$ cat src/rtl/lsu_pkg.sv
// Shared definitions for the load/store split unit: access-size encodings,
// FSM states and the size-to-byte-count decode.
package lsu_pkg;

    localparam logic [3:0] SIZE_B = 4'b0001;
    localparam logic [3:0] SIZE_H = 4'b0010;
    localparam logic [3:0] SIZE_W = 4'b0100;
    localparam logic [3:0] SIZE_D = 4'b1000;

    typedef enum logic [1:0] {
        ST_IDLE  = 2'd0,
        ST_BEAT0 = 2'd1,
        ST_BEAT1 = 2'd2,
        ST_RESP  = 2'd3
    } lsu_state_e;

    // Byte count of a one-hot size; any other encoding decodes to 0 so the
    // top can reject it as an error rather than issue an empty beat.
    function automatic logic [3:0] size_bytes(input logic [3:0] size);
        logic [3:0] n;
        case (size)
            SIZE_B:  n = 4'd1;
            SIZE_H:  n = 4'd2;
            SIZE_W:  n = 4'd4;
            SIZE_D:  n = 4'd8;
            default: n = 4'd0;
        endcase
        return n;
    endfunction

endpackage

$ cat src/rtl/lsu_shift_ext.sv
// Combinational datapath of the LSU: store-data/byte-mask alignment over a
// two-word window, and load extraction with sign/zero extension.
module lsu_shift_ext
    import lsu_pkg::*;
#(
    parameter int XLEN = 64,
    localparam int BYTES = XLEN / 8,
    localparam int OFF_W = $clog2(BYTES)
) (
    input  logic [OFF_W-1:0]   off_i,
    input  logic [3:0]         size_i,
    input  logic               unsign_i,
    input  logic [XLEN-1:0]    wdata_i,
    input  logic [2*XLEN-1:0]  rbuf_i,
    output logic [2*XLEN-1:0]  wvec_o,
    output logic [2*BYTES-1:0] mvec_o,
    output logic [XLEN-1:0]    rdata_o
);

    logic [3:0]         n;
    logic [2*BYTES-1:0] base_mask;
    logic [XLEN-1:0]    shifted;
    logic               sign;

    assign n = size_bytes(size_i);

    // Store data moved up by the byte offset; the upper word feeds the second beat.
    always_comb begin
        wvec_o = {{XLEN{1'b0}}, wdata_i} << {off_i, 3'b000};
    end

    // n low bits set, then moved to the byte offset.
    always_comb begin
        base_mask = '0;
        for (int i = 0; i < BYTES; i++) begin
            if (i < int'(n)) base_mask[i] = 1'b1;
        end
        mvec_o = base_mask << off_i;
    end

    // Pull the addressed bytes down to bit 0, keep n bytes, fill the rest.
    always_comb begin
        rdata_o = '0;
        shifted = XLEN'(rbuf_i >> {off_i, 3'b000});
        sign    = 1'b0;
        for (int i = 0; i < BYTES; i++) begin
            if (i + 1 == int'(n)) sign = shifted[8*i+7];
        end
        for (int i = 0; i < BYTES; i++) begin
            rdata_o[8*i +: 8] = (i < int'(n)) ? shifted[8*i +: 8] : {8{sign & ~unsign_i}};
        end
    end

endmodule

$ cat src/rtl/lsu_split_unit.sv
// Sequential load/store unit between EX and the BIU. Accesses that cross a
// bus word become two beats; load beats are merged in a two-word buffer.
module lsu_split_unit
    import lsu_pkg::*;
#(
    parameter int XLEN        = 64,
    parameter int ADDR_W      = 64,
    parameter int MISALIGN_EN = 1,
    localparam int BYTES = XLEN / 8,
    localparam int OFF_W = $clog2(BYTES)
) (
    input  logic              clk,
    input  logic              rst,
    input  logic              req_valid,
    output logic              req_ready,
    input  logic              req_write,
    input  logic              req_unsign,
    input  logic [3:0]        req_size,
    input  logic [ADDR_W-1:0] req_addr,
    input  logic [XLEN-1:0]   req_wdata,
    output logic              rsp_valid,
    output logic              rsp_err,
    output logic [XLEN-1:0]   rsp_rdata,
    output logic              bus_valid,
    input  logic              bus_ready,
    output logic              bus_write,
    output logic [ADDR_W-1:0] bus_addr,
    output logic [XLEN-1:0]   bus_wdata,
    output logic [BYTES-1:0]  bus_bmask,
    input  logic [XLEN-1:0]   bus_rdata
);

    lsu_state_e          state_q, state_d;
    logic                write_q, write_d;
    logic                unsign_q, unsign_d;
    logic [3:0]          size_q, size_d;
    logic [ADDR_W-1:0]   addr_q, addr_d;
    logic [XLEN-1:0]     wdata_q, wdata_d;
    logic                split_q, split_d;
    logic                err_q, err_d;
    logic [2*XLEN-1:0]   rbuf_q, rbuf_d;

    logic [3:0]          req_n;
    logic [OFF_W-1:0]    req_off;
    logic                req_split;
    logic                req_err;

    logic [2*XLEN-1:0]   wvec;
    logic [2*BYTES-1:0]  mvec;
    logic [XLEN-1:0]     ext_rdata;
    logic [ADDR_W-1:0]   base;
    logic                beat_act;
    logic                beat_hi;

    // Classify the incoming request so IDLE can go straight to RESP on error.
    always_comb begin
        req_n     = size_bytes(req_size);
        req_off   = req_addr[OFF_W-1:0];
        req_split = (int'(req_off) + int'(req_n)) > BYTES;
        req_err   = (req_n == 4'd0) || (int'(req_n) > BYTES) ||
                    (req_split && (MISALIGN_EN == 0));
    end

    // Next state, request capture and load-buffer fill.
    always_comb begin
        state_d  = state_q;
        write_d  = write_q;
        unsign_d = unsign_q;
        size_d   = size_q;
        addr_d   = addr_q;
        wdata_d  = wdata_q;
        split_d  = split_q;
        err_d    = err_q;
        rbuf_d   = rbuf_q;
        case (state_q)
            ST_IDLE: begin
                if (req_valid) begin
                    write_d  = req_write;
                    unsign_d = req_unsign;
                    size_d   = req_size;
                    addr_d   = req_addr;
                    wdata_d  = req_wdata;
                    split_d  = req_split;
                    err_d    = req_err;
                    state_d  = req_err ? ST_RESP : ST_BEAT0;
                end
            end
            ST_BEAT0: begin
                if (bus_ready) begin
                    if (!write_q) rbuf_d[XLEN-1:0] = bus_rdata;
                    state_d = split_q ? ST_BEAT1 : ST_RESP;
                end
            end
            ST_BEAT1: begin
                if (bus_ready) begin
                    if (!write_q) rbuf_d[2*XLEN-1:XLEN] = bus_rdata;
                    state_d = ST_RESP;
                end
            end
            ST_RESP: state_d = ST_IDLE;
            default: state_d = ST_IDLE;
        endcase
    end

    // State and capture registers; reset abandons any access in flight.
    always_ff @(posedge clk or posedge rst) begin
        if (rst) begin
            state_q  <= ST_IDLE;
            write_q  <= 1'b0;
            unsign_q <= 1'b0;
            size_q   <= '0;
            addr_q   <= '0;
            wdata_q  <= '0;
            split_q  <= 1'b0;
            err_q    <= 1'b0;
            rbuf_q   <= '0;
        end else begin
            state_q  <= state_d;
            write_q  <= write_d;
            unsign_q <= unsign_d;
            size_q   <= size_d;
            addr_q   <= addr_d;
            wdata_q  <= wdata_d;
            split_q  <= split_d;
            err_q    <= err_d;
            rbuf_q   <= rbuf_d;
        end
    end

    lsu_shift_ext #(
        .XLEN(XLEN)
    ) u_shift_ext (
        .off_i    (addr_q[OFF_W-1:0]),
        .size_i   (size_q),
        .unsign_i (unsign_q),
        .wdata_i  (wdata_q),
        .rbuf_i   (rbuf_q),
        .wvec_o   (wvec),
        .mvec_o   (mvec),
        .rdata_o  (ext_rdata)
    );

    // Bus and response outputs; all driven only from registered state so they
    // stay stable while a beat waits for bus_ready.
    always_comb begin
        req_ready = (state_q == ST_IDLE);
        beat_act  = (state_q == ST_BEAT0) || (state_q == ST_BEAT1);
        beat_hi   = (state_q == ST_BEAT1);
        base      = {addr_q[ADDR_W-1:OFF_W], {OFF_W{1'b0}}};
        bus_valid = beat_act;
        bus_write = 1'b0;
        bus_addr  = '0;
        bus_wdata = '0;
        bus_bmask = '0;
        if (beat_act) begin
            bus_write = write_q;
            // Second beat may wrap past the top of the address space.
            bus_addr  = beat_hi ? base + ADDR_W'(BYTES) : base;
            bus_bmask = beat_hi ? mvec[2*BYTES-1:BYTES] : mvec[BYTES-1:0];
            if (write_q) bus_wdata = beat_hi ? wvec[2*XLEN-1:XLEN] : wvec[XLEN-1:0];
        end
        rsp_valid = (state_q == ST_RESP);
        rsp_err   = rsp_valid & err_q;
        rsp_rdata = (rsp_valid && !err_q && !write_q) ? ext_rdata : '0;
    end

endmodule
$ cat config.mk
export PLATFORM = sky130hd
export DESIGN_NAME = lsu_split_unit
export DESIGN_NICKNAME = d
export VERILOG_FILES = /design/src/rtl/lsu_pkg.sv /design/src/rtl/lsu_shift_ext.sv /design/src/rtl/lsu_split_unit.sv
export SDC_FILE = /design/constraint.sdc
export NUM_CORES = 1
export LEC_CHECK = 0
export BUFFER_PORTS_ARGS = -buffer_cell sky130_fd_sc_hd__buf_2
export CORE_MARGIN = 5
export CORE_UTILIZATION = 50
export DETAILED_ROUTE_END_ITERATION = 8
export GPL_TIMING_DRIVEN = 0
export PLACE_DENSITY_LB_ADDON = 0.1
export SLEW_MARGIN = 20
export SYNTH_ARGS = -nofsm -noshare
export SYNTH_HDL_FRONTEND = slang
export SYNTH_SLANG_ARGS = --single-unit
$ cat constraint.sdc
create_clock -name clk -period 9.1 [get_ports clk]
set_clock_uncertainty 0.2 [all_clocks]
set_input_delay 1.365 -clock clk [delete_from_list [all_inputs] [get_ports clk]]
set_output_delay 1.365 -clock clk [all_outputs]
set_load 0.01 [all_outputs]
# Word-level counts from Yosys, hierarchy flattened
# Index checks and enable logic that the tools add are counted.
totals:
  romBits: 0
  register_bits: 266
  elab_cells: 104
  n_memories: 0
  inputBits: 202
  ramBits: 0
  latchBits: 0
  output_inout_bits: 205
op_classes:
  order_cmp: 10
  n_div: 0
  multipliers: 0
  bitwise: 4
  n_reduce_logical: 12
  n_eq_ne: 22
  muxes: 41
  n_shift: 3
  n_addsub: 2
op_table:
  columns: ["operator", "n"]
  rows:
  - ["$mux 64", 6]
  - ["$shl 64x6->128", 1]
  - ["$shr 128x6->64", 1]
  - ["$mux 8", 10]
  - ["$add 64x4->64 const B", 1]
  - ["$pmux 4 s4", 2]
  - ["$eq 4x4->1 const A", 5]
  - ["$mux 1", 18]
  - ["$lt 3x4->1 const A", 4]
  - ["$shl 8x3->16", 1]
  - ["$reduce_and 3->1", 3]
  - ["$eq 3x4->1 const A", 2]
  - ["$eq 4x1->1 const B", 2]
  - ["$eq 4x2->1 const B", 2]
  - ["$eq 4x3->1 const B", 2]
  - ["$eq 4x4->1 const B", 2]
  - ["$lt 1x4->1 const A", 2]
  - ["$lt 2x4->1 const A", 2]
  - ["$mux 2", 4]
  - ["$pmux 2 s4", 1]
  - ["$ne 2x2->1 const B", 3]
  - ["$add 3x4->5", 1]
  - ["$gt 5x4->1 const B", 1]
  - ["$eq 2x2->1 const B", 2]
  - ["11 further kinds", 16]

# Logic depth before layout (Yosys ltp)
depth:
  depth_word: 14
  depth_mapped: 9
  mapped_depth_nobuf: 9

# Cells and area by module
# Synthesis repeated with hierarchy kept, for this count alone.
unflattened:
  cells_unflattened: 1985
  area_unflattened_um2: 19257.2
by_module_without_submodules:
  columns: ["mod", "cells_per_inst", "n_inst", "area_per_inst_um2", "seq_area_each_um2"]
  rows:
  - ["lsu_split_unit", 1114, 1, 13182.6, 6656.4]
  - ["lsu_shift_ext", 871, 1, 6074.6, 0.0]

# Least setup slack after synthesis
# No wires, ideal clock.
synth_timing:
  path_type: "register to output"
  start: "register state_q[0]"
  end: "output bus_addr[35]"
  path_buffers: 1
  stages_incl_launch_ff: 9
  t_required_ps: 7535
  setup_slack_ps: 5433
  arrival_time_ps: 2102
  cell_sequence: "dfrtp_1 -> inv_1 -> ha_1 -> clkbuf_1 -> nand2_1 -> nor2_1 -> nand3_1 -> or4_1 -> a21oi_1"
synth_between:
  elab_chain_len: 3
  word_cells_on_any_way: 5
  classes_between: "eq/ne (2); mux (2); reduce/logical (1)"
synth_lines:
  columns: ["element", "line_no", "text"]
  rows:
  - ["start: declaration", "lsu_split_unit.sv:33", "lsu_state_e state_q, state_d;"]
  - ["start signal: assignment", "lsu_split_unit.sv:118", "state_q <= state_d;"]
  - ["$eq 2x2->1 / $eq 2x1->1 (equally long branches)", "lsu_split_unit.sv:147, lsu_split_unit.sv:148", null]
  - ["$mux 64 / $logic_or 1x1->1 (equally long branches)", "lsu_split_unit.sv:158, lsu_split_unit.sv:147", null]
  - ["$mux 64 (*)", "lsu_split_unit.sv:155", "if (beat_act) begin"]
  - ["end: declaration", "lsu_split_unit.sv:27", "output logic [ADDR_W-1:0] bus_addr,"]
# Mark *: on every way between the ends. The rest lies on a longest branch, timed or not.

# Worst setup path after layout
layout_timing:
  start: "register state_q[0]"
  end: "output bus_wdata[39]"
layout_between:
  elab_chain_len: 4
  word_cells_on_any_way: 6
  classes_between: "eq/ne (2); mux (3); reduce/logical (1)"
layout_lines:
  columns: ["element", "line_no", "text"]
  rows:
  - ["$eq 2x2->1", "lsu_split_unit.sv:147, lsu_split_unit.sv:148", null]
  - ["$mux 64 (2 in series)", "lsu_split_unit.sv:160", "if (write_q) bus_wdata = beat_hi ? wvec[2*XLEN-1:XLEN] : wvec[XLEN-1:0];"]
  - ["$mux 64 (*)", "lsu_split_unit.sv:155", null]
  - ["end: declaration", "lsu_split_unit.sv:28", "output logic [XLEN-1:0] bus_wdata,"]
# Marked as above.

==> flow_results.xml <==
<?xml version="1.0" encoding="UTF-8"?>
<metrics>
  <group name="placement">
    <metric name="post-place-cells" unit="">2456</metric>
    <metric name="dpl.hpwl" unit="um">51230</metric>
    <metric name="place.gp.congestion" unit="">1.004</metric>
    <metric name="dpl_worst_slack" unit="ns">4.380</metric>
    <metric name="placement.io_buffers" unit="">403</metric>
    <metric name="placement_stage_cell_area" unit="mm2">0.02030</metric>
  </group>
  <group name="yosys">
    <metric name="synth_commonest_cells" unit="">sky130_fd_sc_hd__dfrtp_1, sky130_fd_sc_hd__mux2_2, sky130_fd_sc_hd__mux2i_1, sky130_fd_sc_hd__nor2_1, sky130_fd_sc_hd__mux4_2</metric>
    <metric name="ys_seq_area_share" unit="%">36.61</metric>
    <metric name="synth_top_flop_cell" unit="">sky130_fd_sc_hd__dfrtp_1</metric>
    <metric name="synthMostInstantiatedCell" unit="">sky130_fd_sc_hd__dfrtp_1</metric>
    <metric name="post_synth.cell_area_avg" unit="um2">11.07</metric>
    <metric name="yosys-top-cells-area" unit="">sky130_fd_sc_hd__dfrtp_1, sky130_fd_sc_hd__mux2_2, sky130_fd_sc_hd__mux4_2</metric>
    <metric name="postSynth.asyncResetShare" unit="%">100.0</metric>
    <metric name="synth_area_leader_cell" unit="">sky130_fd_sc_hd__dfrtp_1</metric>
    <metric name="synth_top_area_share" unit="%">36.61</metric>
    <metric name="synthCells" unit="">1593</metric>
    <metric name="ys_seq_elements" unit="">258</metric>
    <metric name="ys.warnings.count" unit="">0</metric>
    <metric name="mappedNetlistArea" unit="mm2">0.01763</metric>
    <metric name="netlist-cell-type-count" unit="">67</metric>
    <metric name="synth_enable_flop_cells" unit="">0</metric>
  </group>
  <group name="route">
    <metric name="drt_first_iter_violations" unit="">1598</metric>
    <metric name="firstDrtPassIters" unit="">5</metric>
    <metric name="drt-total-wl" unit="um">69430</metric>
    <metric name="remaining_drc_errors" unit="">0</metric>
    <metric name="vias" unit="">16334</metric>
    <metric name="route.detailed.vias_per_inst" unit="">6.495</metric>
    <metric name="avgRoutedWirePerCell" unit="um">27.61</metric>
    <metric name="drt.antenna.violating_nets" unit="">0</metric>
  </group>
  <group name="status">
    <metric name="status" unit="">finished clean</metric>
  </group>
  <group name="clock_tree">
    <metric name="tritoncts.num_buffers" unit="">30</metric>
    <metric name="cts_sinks" unit="">258</metric>
    <metric name="clock_path_buffers" unit="">3</metric>
    <metric name="postCtsSetupBuffers" unit="">0</metric>
    <metric name="cts_resized" unit="">0</metric>
    <metric name="clk_transition_reported_paths" unit="ns">0.06</metric>
    <metric name="clock_latency" unit="ns">0.58</metric>
    <metric name="clk_root_buffer_cell" unit="">sky130_fd_sc_hd__clkbuf_16</metric>
    <metric name="clock_tree_from_tritoncts" unit="">done</metric>
    <metric name="cts-htree-levels" unit="">1</metric>
    <metric name="post_cts_hold_buffer_count" unit="">0</metric>
  </group>
  <group name="worst_hold_path">
    <metric name="holdCritPathClass" unit="">reg2reg</metric>
  </group>
  <group name="pwr">
    <metric name="p_per_area" unit="mW/mm2">427.3</metric>
    <metric name="vdd_drop_max" unit="uV">217.0</metric>
    <metric name="static-leakage-power" unit="nW">9.458</metric>
  </group>
  <group name="setup_path">
    <metric name="crit_path_max_fanout" unit="">10</metric>
    <metric name="critical-path-slowest-cell" unit="">sky130_fd_sc_hd__nor2_1</metric>
    <metric name="timing.critical_path.buf_inv" unit="">4</metric>
    <metric name="crit_path_cell_trace" unit="">inv_1, ha_1, clkbuf_1, nor2_1, clkbuf_1, a22oi_1, o22ai_1, a22oi_1, nor2_1, buf_2</metric>
    <metric name="crit_path_start_kind" unit="">register</metric>
    <metric name="cpPeakStageDelay" unit="ns">0.78</metric>
    <metric name="crit_path_end_kind" unit="">primary output</metric>
    <metric name="critical-path-top-delay-family" unit="">buffers and inverters</metric>
    <metric name="timing.critical_path.arrival" unit="ns">3.88</metric>
    <metric name="worst-setup-path-type" unit="">reg2out</metric>
    <metric name="critical_path_required" unit="ns">7.54</metric>
  </group>
  <group name="timing">
    <metric name="timing_worst_slew_pin_value" unit="ns">1.126</metric>
    <metric name="rsz0062_at_grt" unit="">false</metric>
    <metric name="post-route-worst-setup-slack" unit="ns">3.658</metric>
    <metric name="timing.slew.headroom" unit="%">24.92</metric>
    <metric name="fin_hold_ws" unit="ns">0.2946</metric>
    <metric name="finalCritPeriodShare" unit="%">59.80</metric>
    <metric name="highest_clock_rate" unit="MHz">183.8</metric>
    <metric name="drv_slew" unit="">0</metric>
    <metric name="number_of_hold_violations_in_the_final_report" unit="">0</metric>
    <metric name="finalSetupViolCount" unit="">0</metric>
    <metric name="fin_crit" unit="ns">5.442</metric>
  </group>
  <group name="floorplan">
    <metric name="io-pin-count" unit="">407</metric>
    <metric name="dieArea" unit="mm2">0.03912</metric>
    <metric name="die_x_extent" unit="um">197.8</metric>
    <metric name="die_h" unit="um">197.8</metric>
    <metric name="start_util" unit="%">50.80</metric>
    <metric name="floorplan.core_area" unit="mm2">0.03471</metric>
    <metric name="placementRows" unit="">68</metric>
  </group>
  <group name="global_routing">
    <metric name="grt_antenna_before_repair" unit="">4</metric>
    <metric name="grt_pass1_wl" unit="um">101800</metric>
    <metric name="first_global_vias" unit="">16372</metric>
    <metric name="grt_start_max_net_pins" unit="">97</metric>
    <metric name="gr-total-overflow" unit="">0</metric>
    <metric name="grt_util_all_layers" unit="%">34.18</metric>
  </group>
  <group name="cells_and_area">
    <metric name="area_delta_synth_final" unit="%">21.33</metric>
    <metric name="n_fill_cell" unit="">3017</metric>
    <metric name="regArea" unit="mm2">0.006456</metric>
    <metric name="multi_input_logic_area" unit="mm2">0.01050</metric>
    <metric name="nNetsFinal" unit="">2244</metric>
    <metric name="final_cell_count_no_fill" unit="">2515</metric>
    <metric name="final_area" unit="mm2">0.02140</metric>
    <metric name="post_route_cells_drive_above_1_share" unit="%">42.00</metric>
  </group>
  <group name="run">
    <metric name="drv.max_cap_violation_count" unit="">0</metric>
  </group>
</metrics>
==> metal layers <==
metal	vias to the layer above	wire length, um	track usage [%]
li1	6943	-	-
met1	8110	26690	45.83
met2	1073	31930	53.69
met3	204	7697	8.610
met4	4	3079	13.49
met5	-	27	0
==> worst reg2reg max path, cell delays in order (launching register included) <==
cell	delay, ns
sky130_fd_sc_hd__dfrtp_1	0.41
sky130_fd_sc_hd__inv_1	0.08
sky130_fd_sc_hd__ha_1	0.23
sky130_fd_sc_hd__clkbuf_1	0.26
sky130_fd_sc_hd__nand2_1	0.15
sky130_fd_sc_hd__clkbuf_1	0.69
sky130_fd_sc_hd__clkbuf_1	0.90
sky130_fd_sc_hd__mux2_2	0.44
==> path summary, 6_finish.rpt <==
path | to | from | depth (start not counted) | slack (ns)
setup / recovery | bus_wdata[39] | state_q[0] | 10 | 3.66
hold / removal | split_q | split_q | 2 | 0.29
setup reg to reg | rbuf_q[76] | state_q[0] | 7 | 5.62
hold reg to reg | split_q | split_q | 2 | 0.29
max in group asynchronous | addr_q[19] | rst | 3 | 7.17
min in group asynchronous | rbuf_q[99] | rst | 2 | 0.64
==> layout make-up <==
class	count	share of cell area, %
Multi-Input combinational cell	1183	49.08
Sequential cell	258	30.18
Timing Repair Buffer	406	9.719
Clock buffer	42	4.099
Buffer	132	2.813
Tap cell	455	2.661
Clock inverter	14	0.9942
Inverter	22	0.4211
Antenna cell	3	0.03509
==> through the flow <==
stage | setup TNS [ns] | util (%) | total power [mW]
2_1_floorplan | 0 | - | 5.848
3_3_place_gp | -629.55 | 58.27 | 7.583
3_5_place_dp | 0 | 58.47 | 7.666
4_1_cts | 0 | 61.61 | 9.022
5_1_grt | 0 | 61.63 | 9.577
6_report | 0 | 61.63 | 9.141
==> sequential cells by signal (all words and copies together) (netlist names) <==
register / flops
rbuf_q: 120
state_q: 2
size_q: 4
unsign_q: 1
err_q: 1
wdata_q: 64
split_q: 1
addr_q: 64
write_q: 1
==> power breakdown <==
group | internal [mW] | switching [mW]
clock network | 0.813 | 0.512
logic | 2.42 | 2.98
registers | 1.74 | 0.682
==> cells in the final DEF (no fill, tap or decap), drive strengths merged, types with 8 or more instances in the layout <==
| master | n |
|---|---|
| o211ai | 32 |
| nor2b | 26 |
| clkbuf | 115 |
| ha | 8 |
| nor4 | 19 |
| nand2 | 62 |
| a211oi | 19 |
| o31ai | 8 |
| xor2 | 14 |
| mux4 | 87 |
| nor2 | 119 |
| a22oi | 65 |
| xnor2 | 25 |
| mux2i | 151 |
| and4 | 8 |
| o22ai | 28 |
| nand2b | 11 |
| nand3 | 30 |
| nor3 | 10 |
| o21ai | 45 |
| buf | 465 |
| nand4 | 22 |
| a21oi | 54 |
| dfrtp | 258 |
| or3 | 18 |
| inv | 23 |
| mux2 | 254 |
==> logic make-up (layout without fill, tap and decap cells) <==
group	after synthesis	after routing	synth area share, %
flip-flops	258	258	36.61
other	1	6	0.02127
AND/OR/NAND/NOR	365	365	10.74
XOR/XNOR	39	39	1.937
adder cells (fa/ha/maj)	9	9	0.6812
AO/OA/AOI/OAI	275	275	10.22
multiplexers	492	492	35.90
buffers and inverters	154	616	3.881
(Power assumes the default switching activity.)
